--- src/rtl/udp_pkg.sv ---
// Shared definitions for the UDP receive path: FSM encoding, protocol constants
// and a byte-pick helper for the address filters.
package udp_pkg;

    typedef enum logic [2:0] {
        ST_IDLE,
        ST_PREAMBLE,
        ST_ETH_HEAD,
        ST_IP_HEAD,
        ST_UDP_HEAD,
        ST_RX_DATA,
        ST_RX_END
    } rx_state_t;

    localparam logic [15:0] ETH_TYPE_IPV4 = 16'h0800;
    localparam logic [7:0]  IP_PROTO_UDP  = 8'd17;
    localparam int          ETH_HEAD_LEN  = 14;
    localparam int          UDP_HEAD_LEN  = 8;
    localparam logic [31:0] CRC32_RESIDUE = 32'hC704DD7B;

    // Byte idx of a big-endian field nbytes wide held in the low bytes of word; 0 when out of range.
    function automatic logic [7:0] be_byte(input logic [47:0] word, input int unsigned nbytes,
                                           input int unsigned idx);
        logic [7:0] b;
        b = 8'h00;
        for (int unsigned k = 0; k < 6; k++) begin
            if (idx < nbytes && k == nbytes - 1 - idx)
                b = word[8*k +: 8];
        end
        return b;
    endfunction

endpackage

--- src/rtl/crc32_d8_rx.sv ---
// Byte-wide Ethernet CRC-32 (poly 04C11DB7, preset all-ones, bits fed LSB first).
// A good frame including its FCS leaves CRC32_RESIDUE in the register.
module crc32_d8_rx
    import udp_pkg::*;
(
    input  logic        clk,
    input  logic        rst_n,
    input  logic        clr,
    input  logic        en,
    input  logic [7:0]  data,
    output logic [31:0] crc
);

    localparam logic [31:0] CRC32_POLY = 32'h04C11DB7;

    logic [31:0] crc_nx;

    always_comb begin
        logic fb;
        crc_nx = crc;
        for (int i = 0; i < 8; i++) begin
            fb     = crc_nx[31] ^ data[i];
            crc_nx = {crc_nx[30:0], 1'b0} ^ ({32{fb}} & CRC32_POLY);
        end
    end

    always_ff @(posedge clk or negedge rst_n) begin
        if (!rst_n)
            crc <= 32'hFFFF_FFFF;
        else if (clr)
            crc <= 32'hFFFF_FFFF;
        else if (en)
            crc <= crc_nx;
    end

endmodule

--- src/rtl/udp_rx.sv ---
// GMII UDP receiver: strips preamble/Ethernet/IPv4/UDP headers, filters on board MAC/IP,
// streams the payload. Define UDP_RX_CRC_CHECK_EN to gate rec_pkt_done on the FCS.
//
// state       | meaning
// ST_IDLE     | waiting for first 0x55 of a preamble
// ST_PREAMBLE | counting 0x55 bytes, expecting SFD 0xD5
// ST_ETH_HEAD | destination MAC and ethertype filter
// ST_IP_HEAD  | version/IHL, protocol, destination IP; options skipped
// ST_UDP_HEAD | UDP length latched, payload size derived
// ST_RX_DATA  | payload bytes strobed out
// ST_RX_END   | rest of frame ignored until dv falls; done pulse if accepted
module udp_rx
    import udp_pkg::*;
#(
    parameter logic [47:0] BOARD_MAC = 48'h00_11_22_33_44_55,
    parameter logic [31:0] BOARD_IP  = {8'd192, 8'd168, 8'd1, 8'd123}
) (
    input  logic        clk,
    input  logic        rst_n,
    input  logic        gmii_rx_dv,
    input  logic [7:0]  gmii_rxd,
    output logic        rec_en,
    output logic [7:0]  rec_data,
    output logic [15:0] rec_byte_num,
    output logic        rec_pkt_done,
    output logic        rec_err
);

    rx_state_t   state, state_nx;
    logic [7:0]  cnt;
    logic [3:0]  ihl;
    logic        uni_ok, bc_ok;
    logic [15:0] udp_len;
    logic [15:0] data_cnt;
    logic        accepted;

    logic        en_nx, err_nx, done_nx, accept_set;
    logic [7:0]  mac_byte, ip_byte;
    logic        uni_hit, bc_hit, mac_match;
    logic        crc_ok;

    assign mac_byte  = be_byte(BOARD_MAC, 6, 32'(cnt));
    assign ip_byte   = be_byte({16'h0000, BOARD_IP}, 4, 32'(cnt - 8'd16));
    // A MAC prefix stays alive only while every byte so far has matched it.
    assign uni_hit   = (cnt == 8'd0 || uni_ok) && gmii_rxd == mac_byte;
    assign bc_hit    = (cnt == 8'd0 || bc_ok) && gmii_rxd == 8'hff;
    assign mac_match = uni_hit || bc_hit;

`ifdef UDP_RX_CRC_CHECK_EN
    logic [31:0] crc;
    logic        crc_en;

    assign crc_en = gmii_rx_dv &&
                    (state inside {ST_ETH_HEAD, ST_IP_HEAD, ST_UDP_HEAD, ST_RX_DATA, ST_RX_END});

    crc32_d8_rx u_crc (
        .clk   (clk),
        .rst_n (rst_n),
        .clr   (state == ST_PREAMBLE),
        .en    (crc_en),
        .data  (gmii_rxd),
        .crc   (crc)
    );

    assign crc_ok = (crc == CRC32_RESIDUE);
`else
    assign crc_ok = 1'b1;
`endif

    always_ff @(posedge clk or negedge rst_n) begin
        if (!rst_n)
            state <= ST_IDLE;
        else
            state <= state_nx;
    end

    always_comb begin
        state_nx   = state;
        en_nx      = 1'b0;
        err_nx     = 1'b0;
        done_nx    = 1'b0;
        accept_set = 1'b0;
        case (state)
            ST_IDLE: begin
                if (gmii_rx_dv && gmii_rxd == 8'h55)
                    state_nx = ST_PREAMBLE;
            end
            ST_PREAMBLE: begin
                if (!gmii_rx_dv)
                    state_nx = ST_IDLE;
                else if (gmii_rxd == 8'hd5 && cnt >= 8'd5)
                    state_nx = ST_ETH_HEAD;
                else if (gmii_rxd != 8'h55)
                    state_nx = ST_RX_END;
            end
            ST_ETH_HEAD: begin
                if (!gmii_rx_dv) begin
                    err_nx   = 1'b1;
                    state_nx = ST_IDLE;
                end else if (cnt < 8'd6 && !mac_match)
                    state_nx = ST_RX_END;
                else if (cnt == 8'd12 && gmii_rxd != ETH_TYPE_IPV4[15:8])
                    state_nx = ST_RX_END;
                else if (cnt == 8'(ETH_HEAD_LEN - 1))
                    state_nx = (gmii_rxd == ETH_TYPE_IPV4[7:0]) ? ST_IP_HEAD : ST_RX_END;
            end
            ST_IP_HEAD: begin
                if (!gmii_rx_dv) begin
                    err_nx   = 1'b1;
                    state_nx = ST_IDLE;
                end else if (cnt == 8'd0) begin
                    if (gmii_rxd[7:4] != 4'd4)
                        state_nx = ST_RX_END;
                    else if (gmii_rxd[3:0] < 4'd5) begin
                        err_nx   = 1'b1;
                        state_nx = ST_RX_END;
                    end
                end else if (cnt == 8'd9 && gmii_rxd != IP_PROTO_UDP)
                    state_nx = ST_RX_END;
                else if (cnt >= 8'd16 && cnt <= 8'd19 && gmii_rxd != ip_byte)
                    state_nx = ST_RX_END;
                else if (cnt == {2'b00, ihl, 2'b00} - 8'd1)
                    state_nx = ST_UDP_HEAD;
            end
            ST_UDP_HEAD: begin
                if (!gmii_rx_dv) begin
                    err_nx   = 1'b1;
                    state_nx = ST_IDLE;
                end else if (cnt == 8'd5 && {udp_len[15:8], gmii_rxd} < 16'(UDP_HEAD_LEN)) begin
                    err_nx   = 1'b1;
                    state_nx = ST_RX_END;
                end else if (cnt == 8'(UDP_HEAD_LEN - 1)) begin
                    if (udp_len == 16'(UDP_HEAD_LEN)) begin
                        accept_set = 1'b1;
                        state_nx   = ST_RX_END;
                    end else
                        state_nx = ST_RX_DATA;
                end
            end
            ST_RX_DATA: begin
                if (!gmii_rx_dv) begin
                    err_nx   = 1'b1;
                    state_nx = ST_IDLE;
                end else begin
                    en_nx = 1'b1;
                    if (data_cnt == rec_byte_num - 16'd1) begin
                        accept_set = 1'b1;
                        state_nx   = ST_RX_END;
                    end
                end
            end
            ST_RX_END: begin
                if (!gmii_rx_dv) begin
                    state_nx = ST_IDLE;
                    if (accepted) begin
                        done_nx = crc_ok;
                        err_nx  = !crc_ok;
                    end
                end
            end
            default: state_nx = ST_IDLE;
        endcase
    end

    always_ff @(posedge clk or negedge rst_n) begin
        if (!rst_n) begin
            cnt          <= 8'd0;
            ihl          <= 4'd0;
            uni_ok       <= 1'b0;
            bc_ok        <= 1'b0;
            udp_len      <= 16'd0;
            data_cnt     <= 16'd0;
            accepted     <= 1'b0;
            rec_en       <= 1'b0;
            rec_data     <= 8'd0;
            rec_byte_num <= 16'd0;
            rec_pkt_done <= 1'b0;
            rec_err      <= 1'b0;
        end else begin
            if (state_nx != state)
                cnt <= 8'd0;
            else if (gmii_rx_dv && cnt != 8'hff)
                cnt <= cnt + 8'd1;

            if (state == ST_ETH_HEAD && gmii_rx_dv && cnt < 8'd6) begin
                uni_ok <= uni_hit;
                bc_ok  <= bc_hit;
            end

            if (state == ST_IP_HEAD && gmii_rx_dv && cnt == 8'd0)
                ihl <= gmii_rxd[3:0];

            if (state == ST_UDP_HEAD && gmii_rx_dv) begin
                if (cnt == 8'd4)
                    udp_len[15:8] <= gmii_rxd;
                if (cnt == 8'd5)
                    udp_len[7:0] <= gmii_rxd;
                if (cnt == 8'(UDP_HEAD_LEN - 1))
                    rec_byte_num <= udp_len - 16'(UDP_HEAD_LEN);
            end

            if (state != ST_RX_DATA)
                data_cnt <= 16'd0;
            else if (gmii_rx_dv)
                data_cnt <= data_cnt + 16'd1;

            if (state_nx == ST_IDLE)
                accepted <= 1'b0;
            else if (accept_set)
                accepted <= 1'b1;

            rec_en       <= en_nx;
            rec_pkt_done <= done_nx;
            rec_err      <= err_nx;
            if (en_nx)
                rec_data <= gmii_rxd;
        end
    end

endmodule

--- config.mk ---
export PLATFORM = sky130hd
export DESIGN_NAME = udp_rx
export DESIGN_NICKNAME = d
export VERILOG_FILES = /design/src/rtl/udp_pkg.sv /design/src/rtl/crc32_d8_rx.sv /design/src/rtl/udp_rx.sv
export SDC_FILE = /design/constraint.sdc
export NUM_CORES = 1
export LEC_CHECK = 0
export CELL_PAD_IN_SITES_DETAIL_PLACEMENT = 0
export CELL_PAD_IN_SITES_GLOBAL_PLACEMENT = 1
export CORE_UTILIZATION = 46
export DETAILED_ROUTE_END_ITERATION = 8
export PLACE_DENSITY = 0.9
export SYNTH_ARGS = -nofsm -noshare
export SYNTH_HDL_FRONTEND = slang
export SYNTH_SLANG_ARGS = --single-unit
--- constraint.sdc ---
create_clock -name clk -period 4.38 [get_ports clk]
set_input_delay 0.876 -clock clk [delete_from_list [all_inputs] [get_ports clk]]
set_output_delay 0.876 -clock clk [all_outputs]
set_load 0.02 [all_outputs]
# [Yosys cells after proc, flatten, opt, wreduce, memory -nomap -nowiden]
# Cells that the tools add are included.
[op_classes] n_addsub=8 muxes=62 n_eq_ne=37 n_reduce_logical=45 order_cmp=8
[op_table] op="2-bit by 32-bit equality test with 1-bit output (first input constant)" count=4
[op_table] op="3-bit by 32-bit equality test with 1-bit output (first input constant)" count=4
[op_table] op="3-bit 2-to-1 mux" count=22
[op_table] op="1-bit by 32-bit equality test with 1-bit output (first input constant)" count=2
[op_table] op="32-bit logical NOT" count=2
[op_table] op="8-bit 2-to-1 mux" count=8
[op_table] op="7-bit 2-to-1 mux" count=6
[op_table] op="32-bit by 3-bit < comparator with 1-bit output (second input constant)" count=1
[op_table] op="16-bit 2-to-1 mux" count=2
[op_table] op="1-bit logical AND" count=28
[op_table] op="8-bit by 3-bit equality test with 1-bit output (second input constant)" count=3
[op_table] op="8-bit by 4-bit equality test with 1-bit output (second input constant)" count=3
[op_table] op="3-bit case mux with 7 select lines" count=1
[op_table] op="1-bit 2-to-1 mux" count=20
[op_table] op="16-bit by 1-bit adder with 16-bit output (second input constant)" count=1
[op_table] op="16-bit equality test" count=1
[op_table] op="16-bit by 4-bit equality test with 1-bit output (second input constant)" count=1
[op_table] op="8-bit equality test" count=2
[op_table] op="8-bit equality test (second input constant)" count=2
[op_table] op="8-bit logical NOT" count=2
[op_table] op="16-bit by 4-bit < comparator with 1-bit output (second input constant)" count=1
[op_table] op="8-bit by 3-bit < comparator with 1-bit output (second input constant)" count=2
[op_table] op="16-bit by 1-bit subtractor with 16-bit output (second input constant)" count=1
[op_table] op="16-bit by 4-bit subtractor with 16-bit output (second input constant)" count=1
[op_table] op="other kinds (30)" count=40
[word_totals] out_inout_bits=27 input_bits=11 wordCells=174 reg_bits=77

# [Depth between registers and ports, before layout]
[depth] word_depth=19 mapped_depth=12 ltp_nobuf=10

# [Worst setup path before layout]
# No wires, ideal clock.
[synth_path] kind="flip-flop to flip-flop" startpoint="register cnt[4]" endpoint="register cnt[6]" t_required_ns=4.292 setup_ns=0.088 stages_incl_launch_ff=12 t_arrival_ns=3.373 synth_period_minus_slack_ns=3.461 slack_ns=0.919 path_buffers=1 path_cell_list="dfrtp_1 > clkbuf_1 > inv_1 > ha_1 > or4b_1 > or4_1 > or4_1 > a221o_1 > a211oi_2 > and4_1 > o211ai_4 > nor3b_1"
[synth_between] elab_chain_len=19 elab_cells_between_ends=89 cone_classes="add/sub (4); order compare (6); eq/ne (20); mux (29); reduce/logical (30)"
[synth_lines] element="from (decl)" line="udp_rx.sv:30" source="logic [7:0] cnt;"
[synth_lines] element="from (signal assigned)" line="udp_rx.sv:183" source="cnt <= cnt + 8'd1;"
[synth_lines] element="8-bit by 5-bit subtractor with 9-bit output or 3-bit by 8-bit subtractor with 9-bit output (tied branches)" line="udp_rx.sv:43, udp_pkg.sv:27"
[synth_lines] element="3-bit by 9-bit subtractor with 10-bit output or 32-bit logical NOT (tied branches)" line="udp_pkg.sv:27" source="if (idx < nbytes && k == nbytes - 1 - idx)"
[synth_lines] element="32-bit logical NOT or 1-bit logical AND (tied branches)" line="udp_pkg.sv:27"
[synth_lines] element="1-bit logical AND or 7-bit 2-to-1 mux (tied branches)" line="udp_pkg.sv:27"
[synth_lines] element="7-bit 2-to-1 mux" line="udp_pkg.sv:27"
[synth_lines] element="8-bit 2-to-1 mux or 7-bit 2-to-1 mux (tied branches) (3 in series)" line="udp_pkg.sv:27"
[synth_lines] element="8-bit 2-to-1 mux" line="udp_pkg.sv:27"
[synth_lines] element="8-bit 2-to-1 mux or 8-bit equality test (tied branches)" line="udp_pkg.sv:27, udp_rx.sv:45"
[synth_lines] element="8-bit != test or 1-bit logical AND (tied branches)" line="udp_rx.sv:120, udp_rx.sv:45"
[synth_lines] element="1-bit logical AND or 1-bit logical OR (tied branches)" line="udp_rx.sv:120, udp_rx.sv:47"
[synth_lines] element="3-bit 2-to-1 mux or 1-bit logical NOT (tied branches)" line="udp_rx.sv:120, udp_rx.sv:100"
[synth_lines] element="3-bit 2-to-1 mux or 1-bit logical AND (tied branches)" line="udp_rx.sv:118, udp_rx.sv:100"
[synth_lines] element="3-bit 2-to-1 mux (on tied branches)" line="udp_rx.sv:111, udp_rx.sv:100"
[synth_lines] element="3-bit 2-to-1 mux (on tied branches)" line="udp_rx.sv:108, udp_rx.sv:97"
[synth_lines] element="3-bit case mux with 7 select lines" line="udp_rx.sv:83" source="case (state)"
[synth_lines] element="3-bit != test" line="udp_rx.sv:180" source="if (state_nx != state)"
[synth_lines] element="8-bit 2-to-1 mux or 2-bit nonzero test (tied branches)"
# Several ways; a longest one is shown, not always the timed one. The select of a mux whose other input is x is not followed.
# A chain may end at the register's enable or synchronous reset.

# [Worst setup path after layout]
# Ends and elaborated chain as after synthesis.

==> summary.md <==
| Metric | Value |
|---|---|
| NetSw | `814 uW` |
| Clock latency on the worst-skew pair | `0.34 ns` |
| Setup TNS | `0 ns` |
| Cts hold-fix bufs | `0` |
| Largest net degree at the start of global routing | `78` |
| Tmin final | `3.75 ns` |
| Worst setup path class | `flop to flop` |
| PwrDens | `377 nW/um^2` |
| Initial antenna violation count | `0` |
| Num rows | `38` |
| Cell count after synthesis | `611` |
| First-pass GRT wire length | `23,500 um` |
| Distinct cells, synth | `69` |
| Vias/cell | `6.12` |
| Drt total wl | `14,200 um` |
| Hold Crit Class | `flop to flop` |
| Period Utilization, post-route | `85.7%` |
| Number of diodes | `0` |
| Most common cell on crit path | `or4_1` |
| Gr ovfl total | `0` |
| Final WS setup | `0.627 ns` |
| FMAX | `266 MHz` |
| Setup Skew | `0.00757 ns` |
| Seq pwr share | `37.1%` |
| Slew margin rel. | `33.7%` |
| Cts bufs inserted | `9` |
| DR vias | `4,764` |
| P_int | `1470 uW` |
| DR DRC count | `0` |
| Layout Nets | `659` |
| Die area | `11,900 sq um` |
| Ys async rst share | `100%` |
| Syn_area_per_cell | `8.66 sq um` |
| Starting Density | `47.9%` |
| CP Cell Sequence | `inv_1 -> ha_1 -> or4b_1 -> or4_1 -> or4_1 -> a221o_1 -> a211oi_2 -> and4_1 -> o211ai_4 -> nor3b_1` |
| Worst EP arrival | `4.00 ns` |
| GR Util All Layers | `25.7%` |
| YS warnings | `0` |
| GP Congestion | `0.887` |
| Critical Path RT | `4.63 ns` |
| Dpl ws | `0.589 ns` |
| Status | `finished, final reports clean` |
| Post-synth EDFFs | `0` |
| Crit-path max cell delay | `0.50 ns` |
| First-pass iteration count of the detailed router | `5` |
| Critical Path End Type | `flop` |
| Comb pwr share | `30.6%` |
| CTS Root Cell | `clkbuf_16` |
| Postcts setup bufs | `0` |
| Leakage power | `0.00265 uW` |
| Synth-to-Final Area Change | `14.7%` |
| Worst VDD drop | `0.000350 V` |
| Final Hold Fails | `0` |
| Clock network power share | `32.3%` |
| IO Pins | `38` |
| Yosys top cell by area | `dfrtp_1` |
| Syn_nets | `637` |
| Synthesized area | `5290 sq um` |
| Startpoint types | `flop` |
| Switch share | `35.6%` |
| Clock Sinks | `77` |
| CP Buf/Inv Count | `1` |
| Top cells by area, synth | `dfrtp_1, nand2_1, mux2_2` |
| Sequential element share of the synthesized area | `36.4%` |
| CP delay by family, top | `simple AND/OR/NAND/NOR gates` |
| Critical path fanouts, max | `11` |
| CTS max path bufs | `2` |
| CTS clk-pin slew, worst paths | `0.06 ns` |
| Post-DRT Antenna Nets | `0` |
| FF+latch count, synth | `77` |
| RSZ-0062 raised after global routing | `no` |
| Max Slew Vio Count | `0` |
| Die W | `109 um` |
| MaxCap Viol Count | `0` |
| Setup-failing EPs final | `0` |
| CTS tree | `built` |
| DRT iter0 DRCs | `376` |
| Crit-path slowest cell | `dfrtp_1` |
| Detailed Place HPWL | `10,200 um` |
| Post-synth top area share | `36.4%` |
| Layout cell share with drive strength beyond 1 | `8.93%` |
| Htree depth | `3` |
| Post-synth top flop | `dfrtp_1` |
| Port bufs | `37` |
| Post-cts sizing count | `0` |
| Core area | `11,000 sq um` |
| Vias in the first global route | `4,722` |
| Die H | `109 um` |
| Post-DR wirelength/cell | `18.3 um` |
| Worst Tran Pin Value | `0.995 ns` |
## kinds of logic after synthesis
logic type / after synthesis / share of synthesized area, %
mux: 25 / 5.23
flops: 77 / 36.4
buf+inv: 60 / 4.28
simple gates: 282 / 28.0
compound gates: 98 / 13.6
fa+ha+maj: 15 / 3.55
xor+xnor: 54 / 8.94
## registers in the layout, summed over array words and instances, names as in the netlist
| signal | count |
|---|---|
| rec_byte_num | 16 |
| rec_err | 1 |
| state | 3 |
| accepted | 1 |
| udp_len | 16 |
| uni_ok | 1 |
| rec_data | 8 |
| ihl | 4 |
| cnt | 8 |
| rec_en | 1 |
| bc_ok | 1 |
| rec_pkt_done | 1 |
| data_cnt | 16 |
## through the flow
step | total power, uW | utilization [%] | hold slack, ns | instances | cell area, sq um
after floorplan | 1330 | - | 0.466 | 611 | 5290
after global placement | 1530 | 52.3 | 0.465 | 762 | 5770
after detailed placement | 1540 | 52.3 | 0.464 | 762 | 5770
after CTS | 2280 | 55.0 | 0.483 | 778 | 6070
after global routing | 2390 | 55.0 | 0.511 | 778 | 6070
final | 2290 | 55.0 | 0.479 | 778 | 6070
## placed cells by master (no fill, tap or decap), drive strengths merged, types with 5 or more instances in the layout
cell	n
dfrtp	77
nand2	75
nor2	53
clkdlybuf4s50	36
nor3	30
xor2	27
xnor2	27
o21ai	25
inv	23
mux2	21
nand3	20
ha	15
a21oi	13
nand4	13
or4	12
buf	12
clkbuf	12
nand2b	10
or3	9
nor4	9
and3	8
o31ai	7
o211ai	6
nor3b	5
nor2b	5
and4	5
or2	5
## Yosys cell counts (5+ instances only)
| library cell | number |
|---|---|
| nand3_1 | 20 |
| o211ai_1 | 5 |
| nor4_1 | 9 |
| xnor2_1 | 27 |
| nor2b_1 | 5 |
| o31ai_1 | 7 |
| nor2_1 | 53 |
| nand2_1 | 75 |
| o21ai_0 | 25 |
| ha_1 | 15 |
| clkbuf_1 | 36 |
| and3_1 | 8 |
| a21oi_1 | 13 |
| mux2_2 | 21 |
| or3_1 | 9 |
| nand4_1 | 13 |
| nand2b_1 | 10 |
| nor3_1 | 30 |
| or4_1 | 12 |
| xor2_1 | 27 |
| inv_1 | 23 |
| and4_1 | 5 |
| dfrtp_1 | 77 |
| nor3b_1 | 5 |
## worst paths after layout
path / end / slack (ns) / start / cells past startpoint
worst max-delay path: cnt[6]$_DFFE_PN0P_ / 0.63 / cnt[4]$_DFFE_PN0P_ / 10
worst min-delay path: rec_data[7]$_DFFE_PN0P_ / 0.48 / rec_data[7]$_DFFE_PN0P_ / 2
worst max register to register: cnt[6]$_DFFE_PN0P_ / 0.63 / cnt[4]$_DFFE_PN0P_ / 10
worst min register to register: rec_data[7]$_DFFE_PN0P_ / 0.48 / rec_data[7]$_DFFE_PN0P_ / 2
max in group asynchronous: cnt[2]$_DFFE_PN0P_ / 3.03 / rst_n / 1
min in group asynchronous: udp_len[11]$_DFFE_PN0P_ / 0.70 / rst_n / 1
## power groups by stage
stage | clock network, uW | logic [uW] | registers, uW
after floorplan | 0 | 537 | 792
after global placement | 0 | 671 | 855
after detailed placement | 0 | 679 | 856
after CTS | 753 | 682 | 844
after global routing | 773 | 766 | 855
final | 739 | 699 | 848
## layer usage
metal / wire [um] / track usage (%) / up-vias
li1: - / - / 2246
met3: 549 / 3.59 / 37
met1: 6390 / 33.1 / 2341
met2: 6870 / 43.4 / 140
met4: 399 / 10.4 / 0
met5: 0 / 0 / -
## final cells by class
| cell class | count | area [sq um] |
|---|---|---|
| Clock inverter | 4 | 47.5 |
| Multi-Input combinational cell | 474 | 3140 |
| Fill cell | 1015 | 4960 |
| Tap cell | 140 | 175 |
| Timing Repair Buffer | 48 | 450 |
| Clock buffer | 12 | 246 |
| Sequential cell | 77 | 1930 |
| Inverter | 23 | 86.3 |
## worst register-to-register path, stage by stage (launching register included)
cell      delay [ns]
dfrtp_1         0.50
inv_1           0.17
ha_1            0.23
or4b_1          0.48
or4_1           0.43
or4_1           0.49
a221o_1         0.40
a211oi_2        0.32
and4_1          0.29
o211ai_4        0.14
nor3b_1         0.21
No activity file was read; power rests on OpenSTA's default activity.
